$ cat config.mk
export PLATFORM = sky130hd
export DESIGN_NAME = frng_link_responder
export DESIGN_NICKNAME = d
export VERILOG_FILES = /design/src/rtl/frng_link_responder.sv
export SDC_FILE = /design/constraint.sdc
export NUM_CORES = 1
export LEC_CHECK = 0
export ABC_AREA = 1
export ABC_CLOCK_PERIOD_IN_PS = 1700
export CAP_MARGIN = 5
export CORE_MARGIN = 5
export CORE_UTILIZATION = 30
export CTS_CLUSTER_DIAMETER = 100
export DETAILED_ROUTE_END_ITERATION = 10
export DONT_BUFFER_PORTS = 1
export PLACE_DENSITY = 0.42
export SLEW_MARGIN = 20
export SYNTH_ARGS = -nofsm -noshare
export SYNTH_HDL_FRONTEND = slang
export SYNTH_SLANG_ARGS = --single-unit
$ cat constraint.sdc
create_clock -name i_clk -period 1.7 [get_ports i_clk]
set_input_delay 0.34 -clock i_clk [delete_from_list [all_inputs] [get_ports i_clk]]
set_output_delay 0.34 -clock i_clk [all_outputs]
set_load 0.1 [all_outputs]
$ cat src/rtl/frng_link_responder.sv
// Fringe ring responder link: buffers the wen token in a small FIFO and forwards it.
// Token toggle statistics exist only when FRNG_LINK_STATS_EN is defined.
module frng_link_responder #(
  parameter int DEPTH   = 4,
  parameter int CNT_W   = 32,
  parameter int LINK_ID = 0
) (
  input  logic             i_clk,
  input  logic             reset_n,
  input  logic             in_valid,
  input  logic             in_bit,
  output logic             in_ready,
  output logic             out_valid,
  output logic             out_bit,
  input  logic             out_ready,
  output logic [CNT_W-1:0] token_cnt,
  output logic [CNT_W-1:0] last_period,
  output logic             benchmark_event,
  output logic [31:0]      link_id
);

  localparam int PTR_W = $clog2(DEPTH);

  logic [DEPTH-1:0] mem;
  logic [PTR_W-1:0] wr_ptr;
  logic [PTR_W-1:0] rd_ptr;
  logic [PTR_W:0]   occ;
  logic             full;
  logic             empty;
  logic             push;
  logic             pop;

  assign full      = (occ == (PTR_W+1)'(DEPTH));
  assign empty     = (occ == '0);
  assign in_ready  = !full;
  assign out_valid = !empty;
  // Gating keeps out_bit at 0 whenever no entry is held, including out of reset.
  assign out_bit   = out_valid & mem[rd_ptr];
  assign push      = in_valid && in_ready;
  assign pop       = out_valid && out_ready;
  assign link_id   = 32'(LINK_ID);

  always_ff @(posedge i_clk) begin
    if (push) mem[wr_ptr] <= in_bit;
  end

  always_ff @(posedge i_clk or negedge reset_n) begin
    if (!reset_n) begin
      wr_ptr <= '0;
      rd_ptr <= '0;
      occ    <= '0;
    end else begin
      if (push) wr_ptr <= wr_ptr + PTR_W'(1);
      if (pop)  rd_ptr <= rd_ptr + PTR_W'(1);
      case ({push, pop})
        2'b10:   occ <= occ + (PTR_W+1)'(1);
        2'b01:   occ <= occ - (PTR_W+1)'(1);
        default: occ <= occ;
      endcase
    end
  end

`ifdef FRNG_LINK_STATS_EN
  typedef enum logic {ST_IDLE, ST_RUN} state_t;

  localparam logic [CNT_W-1:0] CNT_MAX = '1;

  state_t           state;
  logic [CNT_W-1:0] clk_cnt;
  logic             last_bit;
  logic             toggle;

  function automatic logic [CNT_W-1:0] sat_inc(input logic [CNT_W-1:0] v);
    return (v == CNT_MAX) ? v : v + CNT_W'(1);
  endfunction

  assign toggle = pop && (out_bit != last_bit);

  always_ff @(posedge i_clk or negedge reset_n) begin
    if (!reset_n) begin
      state           <= ST_IDLE;
      clk_cnt         <= '0;
      last_bit        <= 1'b0;
      token_cnt       <= '0;
      last_period     <= '0;
      benchmark_event <= 1'b0;
    end else begin
      benchmark_event <= toggle;
      if (pop) last_bit <= out_bit;
      case (state)
        ST_IDLE: begin
          clk_cnt <= '0;
          if (toggle) begin
            state     <= ST_RUN;
            token_cnt <= CNT_W'(1);
          end
        end
        ST_RUN: begin
          if (toggle) begin
            last_period <= sat_inc(clk_cnt);
            clk_cnt     <= '0;
            token_cnt   <= token_cnt + CNT_W'(1);
          end else begin
            clk_cnt <= sat_inc(clk_cnt);
          end
        end
      endcase
    end
  end
`else
  assign token_cnt       = '0;
  assign last_period     = '0;
  assign benchmark_event = 1'b0;
`endif

endmodule

; Word-level counts from Yosys, hierarchy flattened
; Cells that the tools add are included.
[classes]
n_addsub = 4
order_cmp = 3
n_eq_ne = 3
n_mux = 6
bitwise_logic = 1
reduce_logical = 7
[op_table]
columns = operator, count
row1 = "2-bit by 3-bit < comparator with 1-bit output, second input constant", 2
row2 = 3-bit one-hot mux with 2 select lines, 1
row3 = "2-bit by 1-bit adder with 2-bit output, second input constant", 2
row4 = 4-bit bitwise mux, 1
row5 = "3-bit by 1-bit adder with 3-bit output, second input constant", 1
row6 = "3-bit == test, second input constant", 1
row7 = 1-bit logical AND, 3
row8 = 3-bit logical NOT, 1
row9 = "3-bit by 1-bit subtractor with 3-bit output, second input constant", 1
row10 = 1-bit binary-select mux with 2-bit select, 1
row11 = 1-bit demux with 2-bit select, 1
row12 = "2-bit by 1-bit == test with 1-bit output, second input constant", 1
row13 = "2-bit == test, second input constant", 1
row14 = "2-bit by 1-bit greater-or-equal comparator with 1-bit output, second input constant", 1
row15 = 1-bit logical NOT, 2
row16 = 1-bit two-way mux, 2
row17 = 2-bit nonzero test, 1
row18 = 1-bit AND, 1
[word_totals]
regBits = 11
input_bits = 5
output_inout_bits = 100
word_cells = 28

; Longest topological paths before layout
; Gate-level depths: netlist (run 1).
[depth]
ltp_word = 5
depth_mapped = 12
mapped_depth_nobuf = 12

; Worst setup path after synthesis (run 1)
; Ideal clock, no wire load.
[synth_path]
kind = register to output
start = register occ[2]
end = output out_bit
arrival_time_ns = 1.689
t_required_ns = 1.360
slack_ns = -0.329
path_stages_with_launch = 5
n_path_buf = 0
cell_sequence = dfrtp_1 > inv_2 > nand3_4 > inv_1 > a21oi_2
[synth_via]
elab_chain_cells = 3
[synth_lines]
columns = element, line_no
row1 = "start, declared", 27  ; logic [PTR_W:0] occ;
row2 = "start signal, assigned", 56  ; 2'b10: occ <= occ + (PTR_W+1)'(1);
row3 = "start signal, assigned", 57  ; 2'b01: occ <= occ - (PTR_W+1)'(1);
row4 = 3-bit logical NOT, 34  ; assign empty = (occ == '0);
row5 = 1-bit logical NOT, 36  ; assign out_valid = !empty;
row6 = named net out_valid, 13  ; output logic out_valid,
row7 = 1-bit AND, 38  ; assign out_bit = out_valid & mem[rd_ptr];
row8 = "end, declared", 14  ; output logic out_bit,
; The timed path passes the listed nets, and every way through them passes these cells.

; Worst setup path in the final report (run 1)
[layout_path]
start = register occ[0]
end = register occ[1]
[layout_via]
elab_chain_cells = 5
elab_cells_between_ends = 12
cone_classes = add/sub: 2 / eq/ne: 3 / mux: 1 / reduce/logical: 6
[layout_lines]
columns = element, line_no
row1 = 3-bit logical NOT *, 34
row2 = 1-bit logical NOT *, 36
row3 = 1-bit logical AND *, 40  ; assign pop = out_valid && out_ready;
row4 = named net pop, 31  ; logic pop;
row5 = 2-bit by 1-bit == test with 1-bit output or 2-bit == test (tied branches), 55  ; case ({push, pop})
row6 = 3-bit one-hot mux with 2 select lines or 2-bit nonzero test (tied branches), n/a
; The timed path passes the listed nets; every way through them passes the cells marked *.
; A chain may end at the register's enable or synchronous reset.

==> key figures, run 1 <==
Worst setup path
  – Data arrival, critical path: between 1500 and 2000 ps
  – Worst path cell trace: inv_2 -> nand3_4 -> nand2_4 -> inv_2 -> ha_4 -> inv_2 -> fa_2 -> o21ai_1
  – CP Launch Type: flip-flop
  – Crit. End Element: flip-flop
  – Setup CP Type: reg -> reg
  – Max stage delay cell, worst path: fa_2
  – CP most frequent cell: inv_2
  – Max FO, Critical Path: 4
  – Slowest stage delay, CP: 420 ps
  – Setup slack, reg-to-reg: 90 ps
  – Worst path required time: between 1500 and 2000 ps

Placed design
  – Placed cell count: 226
  – Post-Place Worst Slack: 72.5 ps
  – DP HPWL: between 1500 and 2000 um
  – GPL Wtd Cong: 0.752
  – Port Buffers: 0

Clock network
  – Clk Latency, worst-skew pair: ~240 ps
  – CTS Buf Count: 3
  – Root Buffer: clkbuf_8
  – CTS tree: done
  – CTS Sinks: 11
  – Clk slew on worst S/H paths: 50 ps
  – Clk buf depth: 2
  – H-tree levels: 1

Die
  – Core ar.: 4440 um2
  – # rows: 24
  – Die Width: 78.2 um
  – Initial Util: 0.314
  – Die area: slightly above 6000 um2
  – I/O Pins: 105
  – Die Y: 78.2 um

Timing
  – Fin worst setup slack: 94.5 ps
  – Final Skew: 2.98 ps
  – Final setup fails: 0
  – Slew Viols, Final: 0
  – RSZ-0062 raised after global routing: no
  – Period minus WS final: 1610 ps
  – Fin crit share: 0.944
  – Fmax: 0.623 GHz
  – Hold Violations, Final: 0
  – Setup TNS: 0 ps

Yosys
  – Post-synth ARST share: 0.636
  – Synthesized cell area: 1400 um2
  – EDFF count, synth: 4
  – Adder-cell share of the synthesized area: 0.0591
  – Main synth FF type: dfrtp_1
  – Synth cell count leaders: 97 x buf_4, 16 x inv_1, 15 x nand2_1
  – Synth warnings: 0
  – Synth Area in XOR/XNOR: 0.0125
  – Complex-gate fraction of the synthesized area: 0.0161
  – Number of synthesized register bits: 11
  – Synth area leaders: buf_4 52%, dfrtp_1 13%, edfxtp_1 8.6%, ha_1 4.5%, inv_1 4.3%
  – Register area share after synthesis: 0.211
  – Largest family of logic cells by synthesized area: buffers and inverters
  – Share of the synthesized area in the top cell type: 0.522
  – Cell accounting for the most synthesized area: buf_4
  – Post-synthesis mux area share: 0
  – Mapped Cells: 171
  – Mean post-synth cell area: 8.17 um2
  – Post-synth cell types: 19
  – Most common cell in the netlist: buf_4
  – Simple-gate share of the synthesized area: 0.123

Final layout
  – Ant diodes: 0
  – Nets: 193
  – Layout Cells excl Fill: about 230
  – Layout Utilization: 0.277
  – Layout area overhead: -11.9%
  – Share of cells above drive strength 1: 0.138

Power
  – PwrDens: 2270 nW/um2
  – NetSw: 1.83 mW
  – Clk pwr share: 0.094
  – Leak: about 0.72 nW
  – VDD IR max: 956 uV
  – Switching Share: 0.658
  – Int Pwr: around 950 uW
  – Design Power: 2.79 mW
  – Logic pwr share: 0.734
  – Flop pwr share: 0.172

Route
  – Vias: 689
  – Drt first pass iters: 3
  – Routed wire length: 1820 um
  – Post-route ant nets: 0
  – Residual DRC count: 0
  – Vias per inst: 2.96
  – Wirelength per Cell: approximately 7.8 um
  – DRT iter0 DRCs: 8

GRT
  – Vias in the first global route: around 520
  – Initial antenna violation count: 0
  – Largest net degree at the start of global routing: 8
  – Total GRT Usage: 0.0517
  – Gr ovfl total: 0
  – First-pass GRT wire length: 2460 um

Hold path
  – Hold Crit Class: in -> reg

Job
  – Max-cap violation count: 0

Status
  – Status: finished, final reports clean
==> final cells by class <==
class / count / area [um2]
Tap cell: 52 / 65.1
Clock buffer: 4 / 45.0
Timing Repair Buffer: 7 / 67.6
Multi-Input combinational cell: 139 / 681
Inverter: 20 / 75.1
Sequential cell: 11 / 297
Fill cell: 505 / 3210
==> logic make-up (layout without fill, tap and decap cells) <==
family,Yosys count,count (layout)
buffers and inverters,117,31
and+or+nand+nor,31,31
DFF,11,11
adders and majority gates,6,6
AOI/OAI and AO/OA,3,3
xor gates and xnor gates,2,2
other,1,97
==> cells in the final DEF, fill, tap and decap left out, types with 2 or more instances in the layout <==
| cell type | netlist | layout |
|---|---|---|
| nand3_4 | 2 | 2 |
| nor2_1 | 4 | 4 |
| edfxtp_1 | 4 | 4 |
| buf_4 | 97 | 5 |
| xnor2_1 | 2 | 2 |
| clkbuf_8 | 0 | 3 |
| nand3_1 | 6 | 6 |
| conb_1 | 1 | 97 |
| dfrtp_1 | 7 | 6 |
| inv_2 | 4 | 6 |
| inv_1 | 16 | 14 |
| nand2_1 | 15 | 15 |
| ha_1 | 5 | 4 |
| nand2_4 | 2 | 2 |
==> per-stage QoR <==
step           hold WS (ps)  area (um2)
2_1_floorplan          44.4        1780
3_3_place_gp           44.7        1160
3_5_place_dp           44.7        1160
4_1_cts                 191        1210
5_1_grt                 178        1230
6_report                197        1230
==> worst max-delay path, delay by kind of cell (launching register included) <==
kind / cells / cell delay [ps]
buf+inv: 3 / 240
fa+ha+maj: 2 / 570
compound gates: 1 / 120
flops: 1 / 380
simple gates: 2 / 220
==> state kept, by name (all words and copies together) (netlist names) <==
| register | count |
|---|---|
| mem | 4 |
| occ | 3 |
| rd_ptr | 2 |
| wr_ptr | 2 |
==> metal layers <==
| layer | global-route usage | routed length (um) | vias up |
|---|---|---|---|
| li1 | - | - | 338 |
| met2 | 0.0856 | 873 | 56 |
| met3 | 0.0172 | 295 | 4 |
| met1 | 0.0555 | 617 | 291 |
| met4 | 0.0367 | 29 | 0 |
| met5 | 0 | 0 | - |
==> power by group through the flow <==
stage | registers, mW | logic [mW] | clock network, mW
3_5_place_dp | 0.487 | 2.01 | 0
3_3_place_gp | 0.488 | 2.00 | 0
2_1_floorplan | 0.470 | 1.96 | 0
6_report | 0.481 | 2.05 | 0.262
4_1_cts | 0.483 | 2.02 | 0.272
5_1_grt | 0.502 | 2.16 | 0.299
==> final timing paths <==
path / from / end / cells past startpoint
worst max-delay path: occ[0]$_DFFE_PN0P_ / occ[1]$_DFFE_PN0P_ / 8
worst min-delay path: in_bit / mem[2]$_DFFE_PP_ / 0
worst max register to register: occ[0]$_DFFE_PN0P_ / occ[1]$_DFFE_PN0P_ / 8
worst min register to register: occ[1]$_DFFE_PN0P_ / occ[1]$_DFFE_PN0P_ / 2
max in group asynchronous: reset_n / rd_ptr[0]$_DFFE_PN0P_ / 1
min in group asynchronous: reset_n / occ[2]$_DFFE_PN0P_ / 1
==> what timing repair did <==
item / 4_1_cts / 5_1_grt
setup endpoints to repair: 0 / 2
buffers inserted: 0 / 2
gates resized for setup: 0 / 1
hold buffers: 1 / 0
hold endpoints to repair: 7 / 0
No activity file was read; power rests on OpenSTA's default activity.
==> run 2, diff against run 1 <==
--- a/config.mk
+++ b/config.mk
@@ -10,6 +10,7 @@
 export CAP_MARGIN = 5
 export CORE_MARGIN = 5
 export CORE_UTILIZATION = 30
+export CTS_BUF_LIST = sky130_fd_sc_hd__clkbuf_2
 export CTS_CLUSTER_DIAMETER = 100
 export DETAILED_ROUTE_END_ITERATION = 10
 export DONT_BUFFER_PORTS = 1
==> run 2 against run 1 <==
Net effect: clock power shrank 42%; worst setup slack improved by 17 ps; count of clock-buffer cells in the layout did not move; maximum frequency grew 1.1%; global-route usage shrank 0.096 points; core utilization rose by 0.70 points; critical path depth increased by 3; critical endpoint is now occ[2]$_DFFE_PN0P_; largest power group unchanged.
==> key figures, run 2 (synthesis results as in run 1) <==
Worst setup path
  – Crit. End Element: flip-flop
  – CP most frequent cell: inv_2
  – CP Launch Type: flip-flop
  – Worst path required time: 1860 ps (about the same)
  – Data arrival, critical path: 1750 ps (-20 ps)
  – Setup CP Type: reg -> reg
  – WP buf/inv: 3 (unchanged)
  – Max stage delay cell, worst path: dfrtp_1
  – Worst path cell trace: inv_2 -> nand3_4 -> nand2_4 -> inv_2 -> ha_4 -> inv_2 -> fa_2 -> nand2_2 -> nand3_1 -> nand2_1 -> nand2_1
  – Max FO, Critical Path: 4 (unchanged)
  – Crit-path leading delay family: adder cells
  – Slowest stage delay, CP: 440 ps (+20 ps)

Timing
  – RSZ-0062 raised after global routing: yes
  – Final Skew: 0.474 ps (-2.51 ps)
  – Fin worst setup slack: 112 ps (+17.1 ps)
  – Hold Violations, Final: 0 (unchanged)
  – Fmax: 0.630 GHz (+1.1%)
  – Slew Viols, Final: 0 (unchanged)
  – Final setup fails: 0 (unchanged)
  – Period minus WS final: 1590 ps (-17.1 ps)
  – Fin crit share: 0.934 (-0.0101)

Route
  – DRT iter0 DRCs: 5 (-3)
  – Residual DRC count: 0 (unchanged)
  – Vias per inst: 3.03 (+2.5%)
  – Drt first pass iters: 2 (-1)
  – Routed wire length: 1870 um (+2.8%)
  – Wirelength per Cell: 7.88 um (+1.1%)
  – Post-route ant nets: 0 (unchanged)
  – Vias: 718 (+4.2%)

Status
  – Status: finished, final reports clean

GRT
  – Largest net degree at the start of global routing: 8 (unchanged)
  – Gr ovfl total: 0 (unchanged)
  – First-pass GRT wire length: 2450 um (-0.57%)
  – Total GRT Usage: 0.0508 (-0.000958)
  – Initial antenna violation count: 0 (unchanged)
  – Vias in the first global route: 526 (+1.7%)

Power
  – PwrDens: 2200 nW/um2 (-2.8%)
  – VDD IR max: 864 uV (-9.5%)
  – Leak: 0.738 nW (+2.4%)

Clock network
  – CTS Buf Count: 3 (unchanged)
  – Clk slew on worst S/H paths: 110 ps (+60 ps)
  – CTS tree: done
  – CTS Sinks: 11 (unchanged)
  – Clk buf depth: 2 (unchanged)
  – Clk Latency, worst-skew pair: 250 ps (about the same)
  – Root Buffer: clkbuf_2
  – H-tree levels: 1 (unchanged)

Die
  – # rows: 24 (unchanged)
  – Initial Util: 0.314 (unchanged)
  – I/O Pins: 105 (unchanged)
  – Die Width: 78.2 um (unchanged)
  – Core ar.: 4440 um2 (unchanged)
  – Die Y: 78.2 um (unchanged)
  – Die area: 6120 um2 (unchanged)

Final layout
  – Layout Utilization: 0.284 (+0.00704)
  – Ant diodes: 0 (unchanged)
  – Layout area overhead: -9.68%
  – Commonest non-fill, non-tap cells in the layout: 97 x conb_1, 14 x inv_1, 12 x nand2_1
  – Post-route cell area: 1260 um2 (+2.5%)
  – Largest register by flop count: mem
  – Max reg flops: 4 (unchanged)
  – Nets: 197 (+2.1%)
  – Leading registers by flop count: mem: 4 flops, occ: 3 flops
  – Most common cell after layout, fill and taps aside: conb_1
  – Share of cells above drive strength 1: 0.195 (+0.0565)

Placed design
  – Post-Place Worst Slack: 72.5 ps (unchanged)
  – Placed cell areas: 1160 um2 (unchanged)
  – DP HPWL: 1640 um (unchanged)
  – GPL Wtd Cong: 0.752 (unchanged)
  – Port Buffers: 0 (unchanged)

Hold path
  – Hold Crit Class: in -> reg

Job
  – Max-cap violation count: 0 (unchanged)
-- run 2: cell type report --
cell class | count | area [um2]
clock buffer | 4 | 20.0
fill | 507 | 3180
inverter | 20 | 75.1
multi-input combinational | 139 | 706
sequential | 11 | 298
tap | 52 | 65.1
timing repair buffer | 11 | 97.6
-- run 2: per-layer routing --
layer  GRT usage  up-vias  wire length, um
li1            -      346                -
met3      0.0172        4              289
met2      0.0856       56              925
met1      0.0548      312              627
met5           0        -                0
met4      0.0315        0               25
-- run 2: worst paths after layout --
check	from	slack [ps]	to	cells after the start
hold reg to reg	occ[1]$_DFFE_PN0P_	510	occ[1]$_DFFE_PN0P_	2
setup reg to reg	occ[2]$_DFFE_PN0P_	110	occ[2]$_DFFE_PN0P_	11
min in group asynchronous	reset_n	410	occ[2]$_DFFE_PN0P_	1
hold / removal	in_bit	170	mem[2]$_DFFE_PP_	0
max in group asynchronous	reset_n	1020	rd_ptr[0]$_DFFE_PN0P_	1
setup / recovery	occ[2]$_DFFE_PN0P_	110	occ[2]$_DFFE_PN0P_	11
-- run 2: per-stage QoR --
stage          power (mW)  hold slack (ps)  TNS (ps)  cells
6_report             2.78              172         0    237
5_1_grt              2.95              113     -20.1    237
4_1_cts              2.66              147         0    231
3_5_place_dp         2.50             44.7         0    226
3_3_place_gp         2.49             44.7         0    226
2_1_floorplan        2.43             44.4      -429    267
-- run 2: power breakdown --
group / switching (mW) / internal, mW / total, mW
Clock: 0.0887 / 0.0625 / 0.151
Sequential: 0.104 / 0.387 / 0.491
Combinational: 1.67 / 0.465 / 2.14
Total: 1.87 / 0.915 / 2.78
-- run 2: repair_timing --
action	in CTS	in global routing
endpoints found under the hold margin	7	0
setup buffers	0	6
hold buffers	1	0
endpoints found under the setup margin	0	3
gates resized for setup	0	8
